**src/rtl/uart_pkg.sv**
```systemverilog
// Shared types and frame-format decode for the UART transmit path.
// Pure declarations; no timing or flow-control behaviour of its own.
package uart_pkg;

  typedef enum logic [2:0] {
    IDLE,
    START,
    DATA,
    PARITY,
    STOP
  } tx_state_e;

  typedef enum logic [1:0] {
    PAR_NONE     = 2'b00,
    PAR_EVEN     = 2'b01,
    PAR_ODD      = 2'b10,
    PAR_NONE_ALT = 2'b11
  } parity_e;

  // data_bits 00..11 selects 5..8 bits; mask keeps only the bits sent on the line
  function automatic logic [7:0] data_mask(input logic [1:0] data_bits);
    return 8'hFF >> (2'd3 - data_bits);
  endfunction

  // Index of the final data bit (N-1) for a given data_bits code
  function automatic logic [2:0] last_data_idx(input logic [1:0] data_bits);
    return {1'b1, data_bits};
  endfunction

endpackage

```
**src/rtl/uart_sync_fifo.sv**
```systemverilog
// Byte FIFO with flush; read data is the combinational head entry.
// Write takes effect next cycle; a write at full is accepted only alongside a read.
module uart_sync_fifo #(
  parameter int FIFO_DEPTH = 8,
  parameter int DATA_W     = 8
) (
  input  logic                          clk,
  input  logic                          reset,
  input  logic                          flush,
  input  logic                          wr_en,
  input  logic [DATA_W-1:0]             wr_data,
  input  logic                          rd_en,
  output logic [DATA_W-1:0]             rd_data,
  output logic [$clog2(FIFO_DEPTH):0]   count,
  output logic                          empty,
  output logic                          full
);

  localparam int AW = $clog2(FIFO_DEPTH);
  localparam int CW = AW + 1;

  logic [DATA_W-1:0] mem [FIFO_DEPTH];
  logic [AW-1:0]     wr_ptr;
  logic [AW-1:0]     rd_ptr;
  logic              do_wr;
  logic              do_rd;

  assign empty   = (count == '0);
  assign full    = (count == CW'(FIFO_DEPTH));
  assign do_rd   = rd_en && !empty;
  assign do_wr   = wr_en && (!full || do_rd);
  assign rd_data = mem[rd_ptr];

  always_ff @(posedge clk) begin
    if (do_wr) begin
      mem[wr_ptr] <= wr_data;
    end
  end

  // flush takes priority over any same-cycle write or read
  always_ff @(posedge clk) begin
    if (!reset || flush) begin
      wr_ptr <= '0;
      rd_ptr <= '0;
      count  <= '0;
    end else begin
      if (do_wr) wr_ptr <= wr_ptr + 1'b1;
      if (do_rd) rd_ptr <= rd_ptr + 1'b1;
      case ({do_wr, do_rd})
        2'b10:   count <= count + 1'b1;
        2'b01:   count <= count - 1'b1;
        default: count <= count;
      endcase
    end
  end

endmodule

```
**src/rtl/uart_tx_fifo_cfg.sv**
```systemverilog
// Queued UART transmitter with run-time frame format; START begins the cycle after a start decision.
// Input stalls only when the FIFO is full and no frame is starting this cycle.
module uart_tx_fifo_cfg
  import uart_pkg::*;
#(
  parameter int FIFO_DEPTH = 8,
  parameter int DIV_W      = 16,
  parameter int DATA_W     = 8
) (
  input  logic                          clk,
  input  logic                          reset,
  input  logic                          tx_en,
  input  logic [DIV_W-1:0]              baud_div,
  input  logic [1:0]                    data_bits,
  input  logic [1:0]                    parity_mode,
  input  logic                          two_stop,
  input  logic                          flush,
  input  logic                          s_valid,
  input  logic [DATA_W-1:0]             s_data,
  output logic                          s_ready,
  output logic                          tx_out,
  output logic                          busy,
  output logic [$clog2(FIFO_DEPTH):0]   fifo_count,
  output logic                          fifo_empty,
  output logic                          fifo_full,
  output logic                          frame_done
);

  tx_state_e         state, state_n;
  logic [DIV_W-1:0]  div_q, baud_cnt;
  logic [2:0]        bit_cnt;
  logic [1:0]        db_q;
  parity_e           pm_q;
  logic              two_q;
  logic [DATA_W-1:0] shift_q;
  logic              par_q;
  logic [DATA_W-1:0] head;
  logic [DATA_W-1:0] head_masked;
  logic              start_ok, load, tick, last_data, last_stop, par_en;

  // A frame starting this cycle frees a slot, so a full FIFO can still take a byte
  assign s_ready     = !fifo_full || load;
  assign busy        = (state != IDLE);
  assign start_ok    = tx_en && !fifo_empty && (baud_div != '0);
  assign tick        = (baud_cnt == div_q - DIV_W'(1));
  assign last_data   = (bit_cnt == last_data_idx(db_q));
  assign last_stop   = (bit_cnt == {2'b00, two_q});
  assign par_en      = (pm_q == PAR_EVEN) || (pm_q == PAR_ODD);
  assign head_masked = head & data_mask(data_bits);

  uart_sync_fifo #(
    .FIFO_DEPTH (FIFO_DEPTH),
    .DATA_W     (DATA_W)
  ) u_fifo (
    .clk     (clk),
    .reset   (reset),
    .flush   (flush),
    .wr_en   (s_valid && s_ready),
    .wr_data (s_data),
    .rd_en   (load),
    .rd_data (head),
    .count   (fifo_count),
    .empty   (fifo_empty),
    .full    (fifo_full)
  );

  always_comb begin
    state_n    = state;
    load       = 1'b0;
    frame_done = 1'b0;
    case (state)
      IDLE: begin
        if (start_ok) begin
          state_n = START;
          load    = 1'b1;
        end
      end
      START:  if (tick) state_n = DATA;
      DATA:   if (tick && last_data) state_n = par_en ? PARITY : STOP;
      PARITY: if (tick) state_n = STOP;
      STOP: begin
        if (tick && last_stop) begin
          frame_done = 1'b1;
          if (start_ok) begin
            state_n = START;
            load    = 1'b1;
          end else begin
            state_n = IDLE;
          end
        end
      end
      default: state_n = IDLE;
    endcase
  end

  always_comb begin
    tx_out = 1'b1;
    case (state)
      START:   tx_out = 1'b0;
      DATA:    tx_out = shift_q[0];
      PARITY:  tx_out = par_q;
      default: tx_out = 1'b1;
    endcase
  end

  always_ff @(posedge clk) begin
    if (!reset) begin
      state    <= IDLE;
      baud_cnt <= '0;
      bit_cnt  <= '0;
      div_q    <= '0;
      db_q     <= '0;
      pm_q     <= PAR_NONE;
      two_q    <= 1'b0;
      shift_q  <= '0;
      par_q    <= 1'b0;
    end else begin
      state <= state_n;
      if (load) begin
        div_q    <= baud_div;
        db_q     <= data_bits;
        pm_q     <= parity_e'(parity_mode);
        two_q    <= two_stop;
        shift_q  <= head_masked;
        par_q    <= (^head_masked) ^ (parity_e'(parity_mode) == PAR_ODD);
        baud_cnt <= '0;
        bit_cnt  <= '0;
      end else if (state != IDLE) begin
        if (tick) begin
          baud_cnt <= '0;
          // bit_cnt restarts whenever the frame moves to a new field
          bit_cnt  <= (state_n != state) ? 3'd0 : bit_cnt + 3'd1;
          if (state == DATA) shift_q <= shift_q >> 1;
        end else begin
          baud_cnt <= baud_cnt + 1'b1;
        end
      end
    end
  end

endmodule
```
**config.mk**
```make
export PLATFORM = sky130hd
export DESIGN_NAME = uart_tx_fifo_cfg
export DESIGN_NICKNAME = d
export VERILOG_FILES = /design/src/rtl/uart_pkg.sv /design/src/rtl/uart_sync_fifo.sv /design/src/rtl/uart_tx_fifo_cfg.sv
export SDC_FILE = /design/constraint.sdc
export NUM_CORES = 1
export LEC_CHECK = 0
export BUFFER_PORTS_ARGS = -buffer_cell sky130_fd_sc_hd__buf_4
export CORE_MARGIN = 2
export CORE_UTILIZATION = 50
export DETAILED_ROUTE_END_ITERATION = 8
export GPL_TIMING_DRIVEN = 0
export PLACE_DENSITY = 0.68
export SLEW_MARGIN = 30
export SYNTH_ARGS = -nofsm -noshare
export SYNTH_HDL_FRONTEND = slang
export SYNTH_SLANG_ARGS = --single-unit
```
**constraint.sdc**
```tcl
create_clock -name clk -period 11.35 [get_ports clk]
set_input_delay 1.7025 -clock clk [delete_from_list [all_inputs] [get_ports clk]]
set_output_delay 1.7025 -clock clk [all_outputs]
set_load 0.02 [all_outputs]
```
==> results.sh, run 1 <==
export IMPL_cp_start_kind="input port"
export IMPL_yosysTopAreaCellShare_pct=31.2
export IMPL_synthTopCellsByCount="nand2_1 (76), dfxtp_1 (65), edfxtp_1 (64)"
export IMPL_synth_seq_cells=129
export IMPL_holdCritStartpoint="shift_q[7]"
export IMPL_worstPathCellList="buf_4 > nor4_1 > nand4_1 > and4b_1 > nand2_1 > inv_1 > a21oi_2 > inv_2 > nor2_2 > clkinv_2 > buf_4"
export IMPL_dieArea_um2=13200
export IMPL_hold_path_class="flip-flop to flip-flop"
export IMPL_dpl_cell_area_um2=6730
export IMPL_syn_num_nets=602
export IMPL_antenna_found_initial=0
export IMPL_clock_sinks=129
export IMPL_synthCells=560
export IMPL_synth_seq_area_share_pct=52.3
export IMPL_postRouteAntennaNets=0
export IMPL_path_delay_family="simple AND/OR/NAND/NOR gates"
export IMPL_critPathBufInv=5
export IMPL_yosysWarnings=0
export IMPL_cap_violations=0
export IMPL_fmax_mhz=179
export IMPL_synth_edf_count=64
export IMPL_drt_first_pass_iters=6
export IMPL_track_usage_pct=22.9
export IMPL_synth_top_area_cell="edfxtp_1"
export IMPL_cp_arrival_ns=3.88
export IMPL_core_area_um2=12000
export IMPL_status="finished clean"
export IMPL_area_growth_pct=18.3
export IMPL_diodes=0
export IMPL_hpwlAfterDp_um=10300
export IMPL_die_width_um=115
export IMPL_routed_via_count=4504
export IMPL_port_buffers=42
export IMPL_grt_pass1_vias=4483
export IMPL_timing_hold_ws_ns=0.488
export IMPL_gp_congestion=0.877
export IMPL_drc=0
export IMPL_power_density_nw_per_um2=158
export IMPL_fin_tns_setup_ns=0
export IMPL_slowest_delay_ns=0.38
export IMPL_hold_buffers=0
export IMPL_synth_cell_area_um2=6170
export IMPL_nNetsFinal=667
export IMPL_ys_top_cells_by_area="edfxtp_1 (31%), dfxtp_1 (21%), mux4_2 (5.8%)"
export IMPL_cts_buffer_depth=2
export IMPL_routed_wl_um=14200
export IMPL_final_util_pct=60.7
export IMPL_grt_setup_unrepaired="false"
export IMPL_tightest_slew_ns=0.861
export IMPL_slew_headroom_pct=42.3
export IMPL_post_cts_resized=0
export IMPL_cts_tree="done"
export IMPL_setup_violations=0
export IMPL_grt_ovfl_total=0
export IMPL_clk_latency_ns=0.43
export IMPL_cts_setup_buffers=0
export IMPL_synthFlopType="dfxtp_1"
export IMPL_cts_root_buf="clkbuf_16"
export IMPL_die_h_um=115
export IMPL_finalCritPeriodShare_pct=49.2
export IMPL_ir_worst_vdd_uv=141
export IMPL_design_area_um2=7300
export IMPL_p_leak_nw=2.65
export IMPL_rrSetupSlack_ns=6.78
export IMPL_finalMaxSlewViolations=0
export IMPL_critical_path_most_common_cell="buf_4"
export IMPL_ys_types=69
export IMPL_cp_required_ns=9.65
export IMPL_cp_slowest_cell="a21oi_2"
export IMPL_criticalPathCategory="input port to output port"
export IMPL_cts_made_buffers=17
export IMPL_grt_pass1_wl_um=22800
export IMPL_viasPerCell=5.74
export IMPL_start_util_pct=51.3
export IMPL_ys_async_sr_fraction_pct=0
export IMPL_clk_pin_slew_ns=0.06
export IMPL_r2r_start="div_q[8]"
export IMPL_ctsHtreeMaxLevel=4
export IMPL_drtIter0Drc=290
export IMPL_rows=40
export IMPL_cp_max_fo=7
export IMPL_ios=44
export IMPL_avgSynthCellArea_um2=11.0
export IMPL_avgRoutedWirePerCell_um=18.0
export IMPL_skew_ns=0.00881
export IMPL_grt_max_degree=17
export IMPL_min_period_ns=5.58
export IMPL_critPathCaptureType="output port"
export IMPL_layout_drive_gt1_share_pct=19.7
export IMPL_cp_startpoint="baud_div[15]"
export IMPL_hold_violations=0
export IMPL_synth_most_common_cell="nand2_1"
## placed cells by master, fill, tap and decap left out, drive strengths merged, types with 4 or more instances in the layout
cell    synthesis  layout
nand2          76      76
dfxtp          65      65
edfxtp         64      64
buf             9      55
nor2           41      41
clkbuf         14      32
xor2           28      28
a21boi         24      24
xnor2          20      20
nand3          17      17
mux4           16      16
inv            12      16
and3           15      15
a21oi          15      15
o21ai          14      14
nor3           14      14
nor2b           9       9
nor4            9       9
clkinv          2       9
nand2b          8       8
ha              8       8
or3             7       7
mux2            7       7
mux2i           6       6
nand4           5       5
nand3b          5       5
o21a            5       5
or4             4       4
## worst min-delay path: stages (launching register included)
cell and delay [ns]:
dfxtp_1 0.32, nand3_1 0.07, a21boi_1 0.06
## per-layer routing
metal / track usage (%) / share of wire (%) / up-vias
met5: 0 / 0 / -
met4: 7.31 / 1.4 / 0
met3: 5.75 / 4.8 / 23
met2: 38.7 / 50 / 120
met1: 29.1 / 44 / 2188
li1: - / - / 2173
## kinds of logic after synthesis
family	synth area share (%)
compound gates	9.72
buf+inv	2.50
mux	8.16
flops	52.3
xor+xnor	7.57
fa+ha+maj	1.79
simple gates	18.0
## flip-flops by register name, indices dropped and copies added, names as in the netlist, named ones only
signal         flops
baud_cnt          16
bit_cnt            3
db_q               2
div_q             16
par_q              1
pm_q               2
shift_q            8
state              3
two_q              1
u_fifo.count       4
u_fifo.mem        64
u_fifo.rd_ptr      3
u_fifo.wr_ptr      3
## power by group
part           internal [W]  switching [W]
registers          0.000500     0.00000940
clock network      0.000303       0.000215
logic             0.0000534      0.0000696
## area by class of cell
class	instances	area, µm²
Buffer	23	100
Clock buffer	18	429
Clock inverter	14	133
Fill cell	997	4720
Inverter	14	53.8
Multi-Input combinational cell	394	2830
Sequential cell	129	3220
Tap cell	147	184
Timing Repair Buffer	46	340
## metrics by stage
stage                     power [W]  setup slack, ns  cells
after global routing        0.00119             5.66    785
after CTS                   0.00115             5.77    785
final                       0.00115             5.77    785
after global placement     0.000636             5.86    749
after floorplan            0.000599             6.60    560
after detailed placement   0.000641             5.78    753
## worst paths after layout
kind,end,cells after the start
worst max-delay path,s_ready,11
worst max register to register,u_fifo.count[2],15
worst min-delay path,shift_q[7],2
worst min register to register,shift_q[7],2
No activity file was read; power rests on OpenSTA's default activity.
==> run 2: changes to the inputs <==
--- a/config.mk
+++ b/config.mk
@@ -10,7 +10,7 @@
 export CORE_UTILIZATION = 50
 export DETAILED_ROUTE_END_ITERATION = 8
 export GPL_TIMING_DRIVEN = 0
-export PLACE_DENSITY = 0.68
+export PLACE_DENSITY = 0.71
 export SLEW_MARGIN = 30
 export SYNTH_ARGS = -nofsm -noshare
 export SYNTH_HDL_FRONTEND = slang
==> constraint.sdc (replaced) <==
create_clock -name clk -period 4.9 [get_ports clk]
set_input_delay 0.735 -clock clk [delete_from_list [all_inputs] [get_ports clk]]
set_output_delay 0.735 -clock clk [all_outputs]
set_load 0.02 [all_outputs]
==> results.sh, run 2 (synthesis gave the netlist of run 1 again) <==
export IMPL_status="finished clean"
export IMPL_cap_violations=0
export IMPL_cp_arrival_ns=4.82
export IMPL_criticalPathCategory="flip-flop to flip-flop"
export IMPL_core_area_um2=12000
export IMPL_routed_via_count=4488
export IMPL_clk_latency_ns=0.43
export IMPL_cp_max_fo=11
export IMPL_ir_worst_vdd_uv=316
export IMPL_finalCritPeriodShare_pct=91.2
export IMPL_finalMaxSlewViolations=0
export IMPL_critPathBufInv=2
export IMPL_slowest_delay_ns=0.65
export IMPL_grt_pass1_vias=4587
export IMPL_p_leak_nw=2.66
export IMPL_drtIter0Drc=203
export IMPL_layout_common_cells="nand2_1 (76), dfxtp_1 (65), edfxtp_1 (64), buf_4 (46), nor2_1 (40)"
export IMPL_cp_start_kind="flip-flop"
export IMPL_die_width_um=115
export IMPL_dp_cells=756
export IMPL_cts_buffer_depth=2
export IMPL_gp_congestion=0.851
export IMPL_largest_reg_flops=64
export IMPL_clock_sinks=129
export IMPL_grt_max_degree=17
export IMPL_power_w=0.00262
export IMPL_routed_wl_um=13900
export IMPL_port_buffers=42
export IMPL_cp_slowest_cell="or4b_2"
export IMPL_power_density_nw_per_um2=358
export IMPL_min_period_ns=4.47
export IMPL_drt_first_pass_iters=5
export IMPL_rows=40
export IMPL_area_growth_pct=18.4
export IMPL_cts_setup_buffers=0
export IMPL_drc=0
export IMPL_fin_ws_ns=0.431
export IMPL_ctsHtreeMaxLevel=4
export IMPL_path_delay_family="simple AND/OR/NAND/NOR gates"
export IMPL_n_fill_cell=992
export IMPL_grt_pass1_wl_um=23000
export IMPL_avgRoutedWirePerCell_um=17.6
export IMPL_layout_commonest_cell="nand2_1"
export IMPL_fmax_mhz=224
export IMPL_hold_path_class="flip-flop to flip-flop"
export IMPL_ios=44
export IMPL_clk_pin_slew_ns=0.06
export IMPL_tightest_slew_ns=0.826
export IMPL_skew_ns=0.0205
export IMPL_cts_tree="done"
export IMPL_dpl_cell_area_um2=6750
export IMPL_cp_required_ns=5.25
export IMPL_pre_cts_ws_ns=0.457
export IMPL_hold_buffers=0
export IMPL_die_h_um=115
export IMPL_timing_hold_ws_ns=0.473
export IMPL_nNetsFinal=670
export IMPL_hold_violations=0
export IMPL_design_area_um2=7300
export IMPL_viasPerCell=5.70
export IMPL_grt_setup_unrepaired="false"
export IMPL_grt_ovfl_total=0
export IMPL_dieArea_um2=13200
export IMPL_seq_area_um2=3220
export IMPL_post_cts_resized=0
export IMPL_regMostFlops="u_fifo.mem"
export IMPL_multi_input_area_um2=2830
export IMPL_setup_violations=0
export IMPL_cts_made_buffers=17
export IMPL_post_layout_nonfiller_instances=788
export IMPL_hpwlAfterDp_um=10300
export IMPL_critPathCaptureType="flip-flop"
export IMPL_track_usage_pct=23.0
export IMPL_diodes=0
export IMPL_cts_root_buf="clkbuf_16"
export IMPL_reg_top3="u_fifo.mem x64, baud_cnt x16, div_q x16"
export IMPL_layout_drive_gt1_share_pct=20.1
export IMPL_start_util_pct=51.3
export IMPL_antenna_found_initial=0
export IMPL_worstPathCellList="or3_1 > or4b_2 > a31oi_1 > o221a_2 > nor4b_4 > a21oi_2 > inv_2 > buf_2 > ha_1 > xor2_1 > ha_1 > a21oi_1 > xor2_1 > or3_1 > a21oi_1"
export IMPL_postRouteAntennaNets=0
export IMPL_slew_headroom_pct=44.6
-- run 2: final timing paths --
| check | from | to | slack (ns) | depth (start not counted) |
|---|---|---|---|---|
| max | div_q[8] | u_fifo.count[2] | 0.43 | 15 |
| min | shift_q[7] | shift_q[7] | 0.47 | 2 |
| min reg2reg | shift_q[7] | shift_q[7] | 0.47 | 2 |
| max reg2reg | div_q[8] | u_fifo.count[2] | 0.43 | 15 |
-- run 2: metrics by stage --
step           TNS (ns)  utilization [%]
2_1_floorplan         0                -
4_1_cts               0             60.8
6_report              0             60.8
3_5_place_dp          0             56.2
5_1_grt               0             60.8
3_3_place_gp     -0.294             55.5
-- run 2: final cells by class --
class                      count  share of cell area [%]
buffer                        23                    1.37
multi-input combinational    394                    38.8
tap                          147                    2.52
sequential                   129                    44.1
clock buffer                  17                    5.83
timing repair buffer          49                    4.93
clock inverter                15                    1.68
inverter                      14                   0.737
-- run 2: power breakdown --
group	switching (W)	internal [W]
Combinational	0.000157	0.000124
Clock	0.000499	0.000658
Sequential	0.0000215	0.00116
-- run 2: worst reg2reg max path: stages (launching register included) --
cell and delay, ns:
dfxtp_1 0.36, or3_1 0.44, or4b_2 0.65, a31oi_1 0.23, o221a_2 0.23, nor4b_4 0.50
a21oi_2 0.23, inv_2 0.15, buf_2 0.30, ha_1 0.31, xor2_1 0.18, ha_1 0.16
a21oi_1 0.05, xor2_1 0.17, or3_1 0.31, a21oi_1 0.14
-- run 2: layer usage --
metal / vias up / global-route usage (%) / routed length [µm]
li1: 2182 / - / -
met1: 2203 / 28.0 / 5960
met2: 83 / 39.1 / 7220
met3: 20 / 5.85 / 479
met4: 0 / 9.72 / 229
met5: - / 0 / 0
